--- src/rtl/display_arbiter_if.sv ---
// Display arbiter bus: requester-side request/data lines and the arbitrated
// display outputs. The master modport is the requester/driver side; the slave
// modport is the arbiter.
interface display_arbiter_if #(
  parameter int NUM_REQ = 4
);
  logic [NUM_REQ-1:0]         req;
  logic [32*NUM_REQ-1:0]      data;
  logic [NUM_REQ-1:0]         grant;
  logic [$clog2(NUM_REQ)-1:0] owner_idx;
  logic                       busy;
  logic [31:0]                display_bcd;
  logic                       scan_tick;

  modport master (
    output req,
    output data,
    input  grant,
    input  owner_idx,
    input  busy,
    input  display_bcd,
    input  scan_tick
  );

  modport slave (
    input  req,
    input  data,
    output grant,
    output owner_idx,
    output busy,
    output display_bcd,
    output scan_tick
  );
endinterface

--- src/rtl/display_arbiter.sv ---
// display_arbiter: shares the 8-digit seven-segment display between NUM_REQ
// requesters with round-robin, minimum-hold time slots, and generates the
// digit scanner's refresh strobe.
//
// Optional build macro DISPLAY_ARB_PRIORITY_EN: requester 0 becomes urgent. It
// pre-empts any other owner on the next edge and is never rotated out by the
// hold limit. Without the macro all requesters are treated alike.
//
// state | meaning
// ------+-----------------------------------------------------------
// IDLE  | nobody owns the display, BLANK_BCD shown, busy low
// OWNED | owner holds the display, hold counter runs toward the limit
module display_arbiter #(
  parameter int          NUM_REQ     = 4,
  parameter int          HOLD_CYCLES = 100_000_000,
  parameter int          SCAN_DIV    = 100_000,
  parameter logic [31:0] BLANK_BCD   = 32'hAAAA_AAAA
) (
  input logic              clk,
  input logic              reset_n,
  display_arbiter_if.slave bus
);

  localparam int IDX_W  = $clog2(NUM_REQ);
  localparam int HOLD_W = $clog2(HOLD_CYCLES);
  localparam int SCAN_W = $clog2(SCAN_DIV);

  localparam logic [IDX_W-1:0]  LAST_INIT = IDX_W'(NUM_REQ - 1);
  localparam logic [HOLD_W-1:0] HOLD_MAX  = HOLD_W'(HOLD_CYCLES - 1);
  localparam logic [SCAN_W-1:0] SCAN_MAX  = SCAN_W'(SCAN_DIV - 1);

  typedef enum logic {
    IDLE  = 1'b0,
    OWNED = 1'b1
  } state_t;

  state_t             state, state_next;
  logic [IDX_W-1:0]   owner, owner_next;
  logic [IDX_W-1:0]   last, last_next;
  logic [HOLD_W-1:0]  hold_cnt, hold_next;
  logic [SCAN_W-1:0]  scan_cnt, scan_next;

  logic [NUM_REQ-1:0] grant_q, grant_next;
  logic [31:0]        bcd_q, bcd_next;
  logic               tick_q;

  logic [NUM_REQ-1:0] owner_oh;
  logic [IDX_W:0]     idle_pick;
  logic [IDX_W:0]     other_pick;
  logic               hold_done;
  logic               new_grant;

  // Circular search: the first set bit of mask strictly after position 'after',
  // wrapping around so that 'after' itself is tried last. Returns {found, idx}.
  // Scanning from farthest to nearest lets the nearest hit win.
  function automatic logic [IDX_W:0] pick_next(
    input logic [NUM_REQ-1:0] mask,
    input logic [IDX_W-1:0]   after
  );
    logic [IDX_W:0]   res;
    logic [IDX_W-1:0] pos;
    int               idx;
    res = '0;
    for (int k = NUM_REQ; k >= 1; k--) begin
      idx = int'(after) + k;
      if (idx >= NUM_REQ) begin
        idx = idx - NUM_REQ;
      end
      pos = IDX_W'(idx);
      if (mask[pos]) begin
        res = {1'b1, pos};
      end
    end
    return res;
  endfunction

  // Candidate owners: from IDLE the search starts after the last-served
  // requester; while owned it starts after the current owner and skips it.
  always_comb begin
    owner_oh   = NUM_REQ'(1) << owner;
    idle_pick  = pick_next(bus.req, last);
    other_pick = pick_next(bus.req & ~owner_oh, owner);
`ifdef DISPLAY_ARB_PRIORITY_EN
    hold_done  = (hold_cnt == HOLD_MAX) && (owner != '0);
`else
    hold_done  = (hold_cnt == HOLD_MAX);
`endif
  end

  // Next state and next owner. A release takes precedence over hold expiry,
  // so both resolve to the same handoff target.
  always_comb begin
    state_next = state;
    owner_next = owner;
    case (state)
      IDLE: begin
        if (idle_pick[IDX_W]) begin
          state_next = OWNED;
          owner_next = idle_pick[IDX_W-1:0];
        end
      end
      OWNED: begin
        if (!bus.req[owner]) begin
          if (other_pick[IDX_W]) begin
            owner_next = other_pick[IDX_W-1:0];
          end else begin
            state_next = IDLE;
            owner_next = '0;
          end
        end else if (hold_done && other_pick[IDX_W]) begin
          owner_next = other_pick[IDX_W-1:0];
        end
      end
      default: begin
        state_next = IDLE;
        owner_next = '0;
      end
    endcase
`ifdef DISPLAY_ARB_PRIORITY_EN
    if (bus.req[0] && !(state == OWNED && owner == '0)) begin
      state_next = OWNED;
      owner_next = '0;
    end
`endif
  end

  // Values loaded into the output and counter registers on the next edge.
  always_comb begin
    new_grant  = (state_next == OWNED) && ((state == IDLE) || (owner_next != owner));
    last_next  = new_grant ? owner_next : last;
    grant_next = '0;
    bcd_next   = BLANK_BCD;
    if (state_next == OWNED) begin
      grant_next = NUM_REQ'(1) << owner_next;
      bcd_next   = bus.data[{owner_next, 5'b0} +: 32];
    end
    if ((state_next == IDLE) || new_grant) begin
      hold_next = '0;
    end else if (hold_cnt != HOLD_MAX) begin
      hold_next = hold_cnt + 1'b1;
    end else begin
      hold_next = hold_cnt;
    end
    scan_next = (scan_cnt == SCAN_MAX) ? '0 : scan_cnt + 1'b1;
  end

  // FSM state register.
  always_ff @(posedge clk) begin
    if (!reset_n) begin
      state <= IDLE;
    end else begin
      state <= state_next;
    end
  end

  // Owner, pointer, counters and registered display outputs.
  always_ff @(posedge clk) begin
    if (!reset_n) begin
      owner    <= '0;
      last     <= LAST_INIT;
      hold_cnt <= '0;
      scan_cnt <= '0;
      grant_q  <= '0;
      bcd_q    <= BLANK_BCD;
      tick_q   <= 1'b0;
    end else begin
      owner    <= owner_next;
      last     <= last_next;
      hold_cnt <= hold_next;
      scan_cnt <= scan_next;
      grant_q  <= grant_next;
      bcd_q    <= bcd_next;
      tick_q   <= (scan_next == SCAN_MAX);
    end
  end

  assign bus.grant       = grant_q;
  assign bus.owner_idx   = owner;
  assign bus.busy        = (state == OWNED);
  assign bus.display_bcd = bcd_q;
  assign bus.scan_tick   = tick_q;

endmodule
--- src/flat_wrapper.sv ---
// flat-port wrapper written by rule: the top's interface ports become plain ports
module display_arbiter_flat 
#(
  parameter int          NUM_REQ     = 4,
  parameter int          HOLD_CYCLES = 100_000_000,
  parameter int          SCAN_DIV    = 100_000,
  parameter logic [31:0] BLANK_BCD   = 32'hAAAA_AAAA
)
  (clk, reset_n, bus_req, bus_data, bus_grant, bus_owner_idx, bus_busy, bus_display_bcd, bus_scan_tick);
  display_arbiter_if #(.NUM_REQ(NUM_REQ)) bus_i ();
  input logic clk;
  input logic reset_n;
  input wire logic [$bits(bus_i.req)-1:0] bus_req;
  input wire logic [$bits(bus_i.data)-1:0] bus_data;
  output wire logic [$bits(bus_i.grant)-1:0] bus_grant;
  output wire logic [$bits(bus_i.owner_idx)-1:0] bus_owner_idx;
  output wire logic [$bits(bus_i.busy)-1:0] bus_busy;
  output wire logic [$bits(bus_i.display_bcd)-1:0] bus_display_bcd;
  output wire logic [$bits(bus_i.scan_tick)-1:0] bus_scan_tick;
  assign bus_i.req = bus_req;
  assign bus_i.data = bus_data;
  assign bus_grant = bus_i.grant;
  assign bus_owner_idx = bus_i.owner_idx;
  assign bus_busy = bus_i.busy;
  assign bus_display_bcd = bus_i.display_bcd;
  assign bus_scan_tick = bus_i.scan_tick;
  display_arbiter #(.NUM_REQ(NUM_REQ), .HOLD_CYCLES(HOLD_CYCLES), .SCAN_DIV(SCAN_DIV), .BLANK_BCD(BLANK_BCD)) u_core (.clk(clk), .reset_n(reset_n), .bus(bus_i));
endmodule
--- config.mk ---
export PLATFORM = sky130hd
export DESIGN_NAME = display_arbiter_flat
export DESIGN_NICKNAME = d
export VERILOG_FILES = /design/src/rtl/display_arbiter_if.sv /design/src/rtl/display_arbiter.sv /design/src/flat_wrapper.sv
export SDC_FILE = /design/constraint.sdc
export NUM_CORES = 1
export LEC_CHECK = 0
export BUFFER_PORTS_ARGS = -buffer_cell sky130_fd_sc_hd__buf_2
export CORE_UTILIZATION = 45
export DETAILED_ROUTE_END_ITERATION = 7
export PLACE_DENSITY = 0.86
export SYNTH_ARGS = -nofsm -noshare
export SYNTH_HDL_FRONTEND = slang
export SYNTH_SLANG_ARGS = --single-unit
--- constraint.sdc ---
create_clock -name clk -period 2.6 [get_ports clk]
set_input_delay 0.13 -clock clk [delete_from_list [all_inputs] [get_ports clk]]
set_output_delay 0.13 -clock clk [all_outputs]
set_load 0.02 [all_outputs]
==> flow_summary.yaml <==
final_layout:
  fin_area_um2: 6287
  area_growth_pct: 33.71
  num_antenna_cells: 0
  drive_above_1_share_pct: 40.06
  nets: 814
  instances_no_fill: 812
worst_setup_path:
  path_buf_inv: 3
  crit_fanout: 12
  slowest_stage: "mux4_2"
  required_ns: 2.86
  setup.worst_path.end_class: "flop"
  cp.arrival_ns: 2.96
  crit_family: "multiplexers"
  cp_cell_sequence: "buf_4 -> ha_2 -> nor2b_2 -> mux4_2 -> o211ai_2 -> o21ai_1 -> a311o_2 -> buf_12 -> clkbuf_16 -> mux2i_1 -> o22ai_2"
  start_kind: "flop"
  crit_type: "flop to flop"
  cpPeakStageDelay_ns: 0.49
timing:
  min_period_ns: 2.695
  finalSetupViolCount: 17
  grt_setup_unrepaired: "yes"
  timing.setup.tns_ns: -0.3869
  setup_ws_ns: -0.09500
  final_hold_viol_count: 0
  finalCritPeriodShare_pct: 103.7
  fmax_mhz: 371.1
  fin_skew_ns: 0.02374
  drv_slew: 0
  worstMarginPinSlew_ns: 0.5520
  slew_headroom_pct: 62.81
clocking:
  cts.path.max_buffers: 2
  tritoncts: "yes"
  cts_sinks: 86
  cts_root_buf: "clkbuf_8"
  cts_max_level: 3
  cts.clk_slew.worst_paths_ns: 0.11
  cts_inserted_buffers: 9
  cts-hold-fix-buffers: 0
  clk_latency_ns: 0.38
power:
  irDropWorstVdd_mv: 0.3755
  p_leak_uw: 0.002683
  powerDensity_nw_per_um2: 672.0
logic_synthesis:
  synth_seq_area_share_pct: 36.62
  synth_most_common_cell: "dfxtp_1"
  ys_types: 69
  async_flop_share_pct: 0
  avgSynthCellArea_um2: 9.596
  synth-seq-cells: 86
  yosys.area.top_type: "dfxtp_1"
  synth_ff_type: "dfxtp_1"
  yosys_warnings: 0
  synthTopCellsByArea: "dfxtp_1 (37%), mux2i_1 (15%), xor2_1 (4.1%), nor2_1 (4.0%), xnor2_1 (3.0%)"
  syn-num-nets: 630
  synth_edf_count: 0
  yosys.area.top_type_share_pct: 36.62
  synth_top_cells_by_count: "dfxtp_1 (86), mux2i_1 (69), nor2_1 (50)"
  netlist_area_um2: 4702
  synthCells: 490
placed_design:
  dp_hpwl_um: 9376
  io_buffer_count: 173
  place.gp.congestion: 0.9851
  dp.cells: 787
  place_area_um2: 5772
routing:
  via_per_inst: 5.515
  drtIter0Drc: 263
  first_pass_iters: 6
  drc: 0
  routed_wl_um: 13390
  wl_met2_um: 7145
  ant_nets: 0
  wl_met1_um: 5342
  routed.top_layer: "met4"
  routed-wl-met3_um: 663
  routedWlPerCell_um: 16.50
  num_vias: 4478
grt:
  antenna_found_initial: 0
  grt_pass1_vias: 4281
  grt_pass1_wl_um: 19930
  grt_overflow: 0
  grt_max_degree: 28
  grt_usage_pct: 22.49
run:
  maxCapViolations: 0
floorplan:
  ios: 174
  start_util_pct: 47.23
  rows: 36
  die_w_um: 104.2
  die_area_um2: 10860
  fp.dieH_um: 104.2
  coreArea_um2: 9955
run_status:
  status: "finished with violations"
  violations: "negative setup slack"
hold_path:
  hold_path_class: "input port to flop"
-- cells by family after synthesis --
kind of cell / synth area share, %
muxes: 16.13
buffers and inverters: 4.231
DFF: 36.62
AOI/OAI and AO/OA: 13.44
adders and majority gates: 1.597
and+or+nand+nor: 20.57
xor gates and xnor gates: 7.424
-- final timing paths --
path,from,end,slack [ns],cells after the start
worst max-delay path,u_core.bus.owner_idx[0],u_core.bus.display_bcd[4],-0.1,11
worst min-delay path,bus_data[58],u_core.bus.display_bcd[26],0.03,3
worst max register to register,u_core.bus.owner_idx[0],u_core.bus.display_bcd[4],-0.1,11
worst min register to register,u_core.scan_cnt[0],u_core.scan_cnt[0],0.47,1
-- through the flow --
stage / hold WS (ns) / util, % / power, uW / setup WS (ns)
finish: 0.03144 / 63.16 / 4225 / -0.09500
global route: 0.02218 / 63.16 / 4399 / -0.1488
CTS: 0.01952 / 60.26 / 3964 / -0.005348
detailed placement: 0.4204 / 57.98 / 2967 / -0.09057
global placement: 0.3944 / 57.98 / 2908 / 0.01273
floorplan: 0.2838 / - / 2587 / 0.009250
-- placed cells by master, fill, tap and decap left out, drive strengths merged, types with 12 or more instances in the layout --
cell and n:
buf 191, dfxtp 86, mux2i 69, nor2 52
nand3 23, xor2 22, nand2 21, a22oi 17
xnor2 17, o22ai 17, and2 14, clkbuf 14
and3 12
-- report_power, final --
| part | switching (uW) | leakage [uW] | internal, uW | total, uW |
|---|---|---|---|---|
| Clock | 545 | 0.000107 | 460 | 1010 |
| Combinational | 877 | 0.00187 | 825 | 1700 |
| Sequential | 55.2 | 0.000705 | 1460 | 1520 |
| Total | 1480 | 0.00268 | 2750 | 4220 |
-- state kept, by name, summed over array words and instances (netlist names) --
name,cells
u_core.last,2
u_core.bus.owner_idx,2
u_core.hold_cnt,27
u_core.bus.scan_tick,1
u_core.scan_cnt,17
u_core.bus.grant,4
u_core.bus.busy,1
u_core.bus.display_bcd,32
-- worst min-delay path, cell delays in order --
cell and delay [ns]:
buf_2 0.08, mux2i_2 0.06, o22ai_2 0.10
-- routing by layer --
| layer | track usage [%] | vias to the layer above |
|---|---|---|
| met5 | 0 | - |
| met4 | 7.041 | 0 |
| met3 | 5.388 | 27 |
| met2 | 42.76 | 158 |
| met1 | 24.28 | 2137 |
| li1 | - | 2156 |
-- repair_timing --
action / 4_1_cts / 5_1_grt
cloned: 0 / 5
endpoints found under the setup margin: 60 / 63
gates resized for setup: 6 / 21
setup buffers: 0 / 4
hold endpoints to repair: 0 / 0
pin swaps: 2 / 10
-- layout make-up --
class	instances	area [um2]
Clock buffer	9	123.9
Clock inverter	7	80.08
Fill cell	754	3667
Inverter	6	26.28
Multi-Input combinational cell	375	2935
Sequential cell	86	1729
Tap cell	133	166.4
Timing Repair Buffer	196	1226
Power figures use the tool's default switching activity.
